[src/rtl/regfile_dump_reader_if.sv]
// Beat stream carrying (register index, register value) pairs from the dump reader
// to the debug/trace consumer. Transfer happens when valid && ready.
interface regfile_dump_reader_if #(
  parameter int unsigned ADDR_W = 5,
  parameter int unsigned DATA_W = 32
);
  logic              valid;
  logic              ready;
  logic [ADDR_W-1:0] addr;
  logic [DATA_W-1:0] data;

  modport master (output valid, output addr, output data, input ready);
  modport slave  (input valid, input addr, input data, output ready);
endinterface

[src/rtl/regfile_dump_reader.sv]
// Walks an inclusive register range through one register-file read port and streams
// (addr, data) beats out, keeping a running XOR checksum of the dumped words.
module regfile_dump_reader #(
  parameter int unsigned ADDR_W = 5,
  parameter int unsigned DATA_W = 32
) (
  input  logic              clk,
  input  logic              rst,
  input  logic              start_i,
  input  logic [ADDR_W-1:0] first_addr_i,
  input  logic [ADDR_W-1:0] last_addr_i,
  output logic              rd_en_o,
  output logic [ADDR_W-1:0] rd_addr_o,
  input  logic [DATA_W-1:0] rd_data_i,
  regfile_dump_reader_if.master out_if,
  output logic [DATA_W-1:0] checksum_o,
  output logic              busy_o,
  output logic              done_o,
  output logic              error_o
);

  typedef enum logic [1:0] {StIdle, StRead, StSend, StDone} state_e;

  state_e            state_q, state_d;
  logic [ADDR_W-1:0] cur_q, cur_d;
  logic [ADDR_W-1:0] end_q, end_d;
  logic [ADDR_W-1:0] out_addr_q, out_addr_d;
  logic [DATA_W-1:0] out_data_q, out_data_d;
  logic [DATA_W-1:0] checksum_q, checksum_d;
  logic              error_q, error_d;

  always_ff @(posedge clk) begin
    if (rst) begin
      state_q    <= StIdle;
      cur_q      <= '0;
      end_q      <= '0;
      out_addr_q <= '0;
      out_data_q <= '0;
      checksum_q <= '0;
      error_q    <= 1'b0;
    end else begin
      state_q    <= state_d;
      cur_q      <= cur_d;
      end_q      <= end_d;
      out_addr_q <= out_addr_d;
      out_data_q <= out_data_d;
      checksum_q <= checksum_d;
      error_q    <= error_d;
    end
  end

  always_comb begin
    state_d    = state_q;
    cur_d      = cur_q;
    end_d      = end_q;
    out_addr_d = out_addr_q;
    out_data_d = out_data_q;
    checksum_d = checksum_q;
    error_d    = 1'b0;
    rd_en_o    = 1'b0;
    rd_addr_o  = '0;

    unique case (state_q)
      StIdle: begin
        if (start_i) begin
          if (first_addr_i <= last_addr_i) begin
            cur_d      = first_addr_i;
            end_d      = last_addr_i;
            checksum_d = '0;
            state_d    = StRead;
          end else begin
            error_d = 1'b1;
          end
        end
      end
      StRead: begin
        rd_en_o    = 1'b1;
        rd_addr_o  = cur_q;
        out_addr_d = cur_q;
        out_data_d = rd_data_i;
        checksum_d = checksum_q ^ rd_data_i;
        state_d    = StSend;
      end
      StSend: begin
        if (out_if.ready) begin
          // Terminate on equality before incrementing so last_addr = max never wraps.
          if (cur_q == end_q) begin
            state_d = StDone;
          end else begin
            cur_d   = cur_q + ADDR_W'(1);
            state_d = StRead;
          end
        end
      end
      StDone: begin
        state_d = StIdle;
      end
      default: begin
        state_d = StIdle;
      end
    endcase
  end

  always_comb begin
    out_if.valid = (state_q == StSend);
    out_if.addr  = out_addr_q;
    out_if.data  = out_data_q;
    checksum_o   = checksum_q;
    busy_o       = (state_q != StIdle);
    done_o       = (state_q == StDone);
    error_o      = error_q;
  end

endmodule

[src/flat_wrapper.sv]
// flat-port wrapper written by rule: the top's interface ports become plain ports
module regfile_dump_reader_flat 
#(
  parameter int unsigned ADDR_W = 5,
  parameter int unsigned DATA_W = 32
)
  (clk, rst, start_i, first_addr_i, last_addr_i, rd_en_o, rd_addr_o, rd_data_i, checksum_o, busy_o, done_o, error_o, out_if_valid, out_if_addr, out_if_data, out_if_ready);
  regfile_dump_reader_if #(.ADDR_W(ADDR_W), .DATA_W(DATA_W)) out_if_i ();
  input  logic clk;
  input  logic rst;
  input  logic start_i;
  input  logic [ADDR_W-1:0] first_addr_i;
  input  logic [ADDR_W-1:0] last_addr_i;
  output logic rd_en_o;
  output logic [ADDR_W-1:0] rd_addr_o;
  input  logic [DATA_W-1:0] rd_data_i;
  output logic [DATA_W-1:0] checksum_o;
  output logic busy_o;
  output logic done_o;
  output logic error_o;
  output wire logic [$bits(out_if_i.valid)-1:0] out_if_valid;
  output wire logic [$bits(out_if_i.addr)-1:0] out_if_addr;
  output wire logic [$bits(out_if_i.data)-1:0] out_if_data;
  input wire logic [$bits(out_if_i.ready)-1:0] out_if_ready;
  assign out_if_valid = out_if_i.valid;
  assign out_if_addr = out_if_i.addr;
  assign out_if_data = out_if_i.data;
  assign out_if_i.ready = out_if_ready;
  regfile_dump_reader #(.ADDR_W(ADDR_W), .DATA_W(DATA_W)) u_core (.clk(clk), .rst(rst), .start_i(start_i), .first_addr_i(first_addr_i), .last_addr_i(last_addr_i), .rd_en_o(rd_en_o), .rd_addr_o(rd_addr_o), .rd_data_i(rd_data_i), .out_if(out_if_i), .checksum_o(checksum_o), .busy_o(busy_o), .done_o(done_o), .error_o(error_o));
endmodule
[config.mk]
export PLATFORM = sky130hd
export DESIGN_NAME = regfile_dump_reader_flat
export DESIGN_NICKNAME = d
export VERILOG_FILES = /design/src/rtl/regfile_dump_reader_if.sv /design/src/rtl/regfile_dump_reader.sv /design/src/flat_wrapper.sv
export SDC_FILE = /design/constraint.sdc
export NUM_CORES = 1
export LEC_CHECK = 0
export CAP_MARGIN = 5
export CORE_MARGIN = 1.5
export CORE_UTILIZATION = 40
export CTS_BUF_LIST = sky130_fd_sc_hd__clkbuf_16
export CTS_CLUSTER_DIAMETER = 60
export DETAILED_ROUTE_END_ITERATION = 16
export GPL_TIMING_DRIVEN = 0
export PLACE_DENSITY_LB_ADDON = 0.1
export SYNTH_ARGS = -nofsm -noshare
export SYNTH_HDL_FRONTEND = slang
export SYNTH_SLANG_ARGS = --single-unit
[constraint.sdc]
create_clock -name clk -period 2.3 [get_ports clk]
set_clock_uncertainty 0.2 [all_clocks]
set_input_delay 0.575 -clock clk [delete_from_list [all_inputs] [get_ports clk]]
set_output_delay 0.575 -clock clk [all_outputs]
set_load 0.02 [all_outputs]
==> results.md <==
* Unique cell type count in the Yosys netlist at 37
* Fmax at 445.5 MHz
* Final setup TNS at 0 ns
* TritonCTS clock tree: built
* Critical Path AT at 2.30 ns
* Cells after Synth at 425
* Top delay family on crit path: simple AND/OR/NAND/NOR gates
* Final hold viol count at 0
* Post-synth net total at 477
* Post-synth EDFFs at 0
* P_leak at 0.002006 µW
* Total congestion overflow at 0
* Multi-input gate area at 0.001777 mm²
* Final routed DRC violation total at 0
* Die Wd at 95.72 µm
* Top_reg_cell synth: dfxtp_1
* Setup CP Type: in -> reg
* Pre-antenna DRT Iters at 4
* Pwr per Cell Area at 953.2 mW/mm²
* Min-delay worst type: reg -> reg
* I/O pins at 125
* Tcrit/Tclk final at 0.9760
* Root Buffer: clkbuf_16
* Pin count of the biggest net entering global routing at 15
* H-tree Lvls at 3
* Max_cap viols at 0
* DPL Wire Length at 7109 µm
* Clock network latency to the later pin of the worst-skew pair at 0.33 ns
* Initial drt markers at 84
* Clock Sink Count at 82
* Number of hold buffers added after CTS at 0
* CP peak stage delay at 0.44 ns
* Worst Path Required at 2.35 ns
* Antenna Cells at 0
* Cell area after synthesis at 0.003438 mm²
* DRT Wirelength at 10,040 µm
* Outcome: finished clean
* Crit path setup slack, layout at 0.05528 ns
* Critical Path, Cell by Cell: dlygate4sd2_1, ha_4, nand3_2, or4_4, o211a_4, or2_4, o211ai_1
* YS warnings at 0
* Drt wl/cell at 14.83 µm
* Initial core utilization at 0.4164
* FFs w/ async S/R, synth at 0
* Post-synthesis sequential area ratio at 0.4774
* First-pass GRT wire length at 15,880 µm
* GP Congestion at 0.8177
* CP startpoint kind: input pin
* Final ANT Viol Nets at 0
* Drt via density at 5.090
* Final setup viols at 0
* Fraction of layout cells with a size suffix above 1 at 0.1346
* Fin. max-slew vios at 0
* Number of buffers inserted by port buffering at 123
* Unrepaired setup endpoints after global routing: false
* Yosys top cell area share at 0.4774
* Setup crit end kind: register
* Post-Place Setup Slack at -0.8009 ns
* Fillers at 755
* Yosys top cell by area: dfxtp_1
* Synth top cells by count: dfxtp_1, nand2_1, a21oi_1
* Syn-to-layout area delta at 54.40%
* Num CTS Buffers at 9
* Vias at 3,446
* Worst-path fanout max at 8
* Worst rel slew slack at 0.6412
* # rows at 33
* Synth Register Bits at 82
* Die Ht at 95.72 µm
* Clock-pin slew on the worst setup and hold paths at 0.06 ns
* Max Root-Sink Buffers at 2
* Sequential cell area at 0.001643 mm²
* VDD IR max at 0.5175 mV
* Nets at 619
* Vias in the first global route at 3,157
* Mapped Avg Cell Area at 8.090 µm²
* Top cells by area, synth: dfxtp_1, a21oi_1, nand2_1
* Buf/Inv on CP at 1
* Core region area at 0.008258 mm²
* Die Area at 0.009161 mm²
* Fin crit period at 2.245 ns
* Slew @ Worst Pin at 0.5382 ns
* Initial antenna violation count at 0
* Fin Hold WS at 0.2535 ns
* Tot GR Track Use at 0.2256
* FF-to-FF setup slack at 0.31 ns
* Slowest stage cell, crit path: or4_4
* Cell with the most instances after synthesis: dfxtp_1
==> cells by family after synthesis <==
family,synth area share
xor+xnor,0.01274
simple gates,0.2271
compound gates,0.1943
mux,0.01747
fa+ha+maj,0.02183
flops,0.4774
buf+inv,0.04913
==> layout make-up <==
class,count,area share
well taps,105,0.02475
multi-input cells,299,0.3347
plain buffers,27,0.02616
clock buffers,9,0.04242
clock inverters,7,0.008720
inverters,16,0.01226
repair buffers,132,0.2416
flip-flops and latches,82,0.3095
==> layer usage <==
layer	up-vias	part of all wire	track usage	wire (µm)
met1	1595	0.47	0.2915	4682
li1	1749	-	-	-
met2	95	0.48	0.3756	4771
met4	0	0.0094	0.06740	94
met3	7	0.049	0.04976	494
met5	-	0	0	0
==> worst min-delay path: stages, from the launching register on <==
cell	delay [ns]
dfxtp_1	0.31
nand2_1	0.05
a21oi_1	0.05
==> placed cells by master (no fill, tap or decap), drive strengths merged, types with 2 or more instances in the layout <==
master / instances
xor2: 5
o21ai: 15
dfxtp: 82
nand3: 7
inv: 16
nor3: 2
nor2: 20
o211ai: 3
clkdlybuf4s50: 104
dlymetal6s2s: 2
nor2b: 8
and2: 2
ha: 6
buf: 13
mux2i: 6
clkbuf: 41
a31oi: 26
or3: 27
clkinv: 6
a21oi: 69
or2: 7
nand2: 80
nand2b: 3
dlygate4sd2: 2
clkdlybuf4s15: 5
nand3b: 2
==> sequential cells by signal, indices dropped and copies added, names as in the netlist <==
name,cells
u_core.out_if.addr,5
u_core.cur_q,5
u_core.checksum_o,32
u_core.state_q,2
u_core.end_q,5
u_core.error_o,1
u_core.out_if.data,32
==> where the power goes <==
group          switching, µW  internal (µW)
registers                251           1730
clock network            576            727
logic                    892            880
total                   1720           3340
==> path summary, 6_finish.rpt <==
check	start	to	cells past startpoint
max reg2reg	u_core.state_q[1]	u_core.out_if.data[23]	6
max	first_addr_i[2]	u_core.cur_q[3]	7
min reg2reg	u_core.out_if.data[9]	u_core.out_if.data[9]	2
min	u_core.out_if.data[9]	u_core.out_if.data[9]	2
==> repair_timing <==
item	4_1_cts	5_1_grt
resized for setup	52	33
setup buffers	7	1
pin swaps	10	3
setup endpoints to repair	52	58
hold endpoints to repair	0	0
cloned	1	0
==> metrics by stage <==
step / cell area [µm²] / cells / utilization / power (µW)
finish: 5309 / 677 / 0.6429 / 5060
global placement: 4818 / 653 / 0.5835 / 3619
detailed placement: 4818 / 653 / 0.5835 / 3660
CTS: 5285 / 676 / 0.6400 / 5061
global route: 5309 / 677 / 0.6429 / 5340
floorplan: 3456 / 425 / - / 2832
Note: power is estimated with default switching activity, not from simulation.
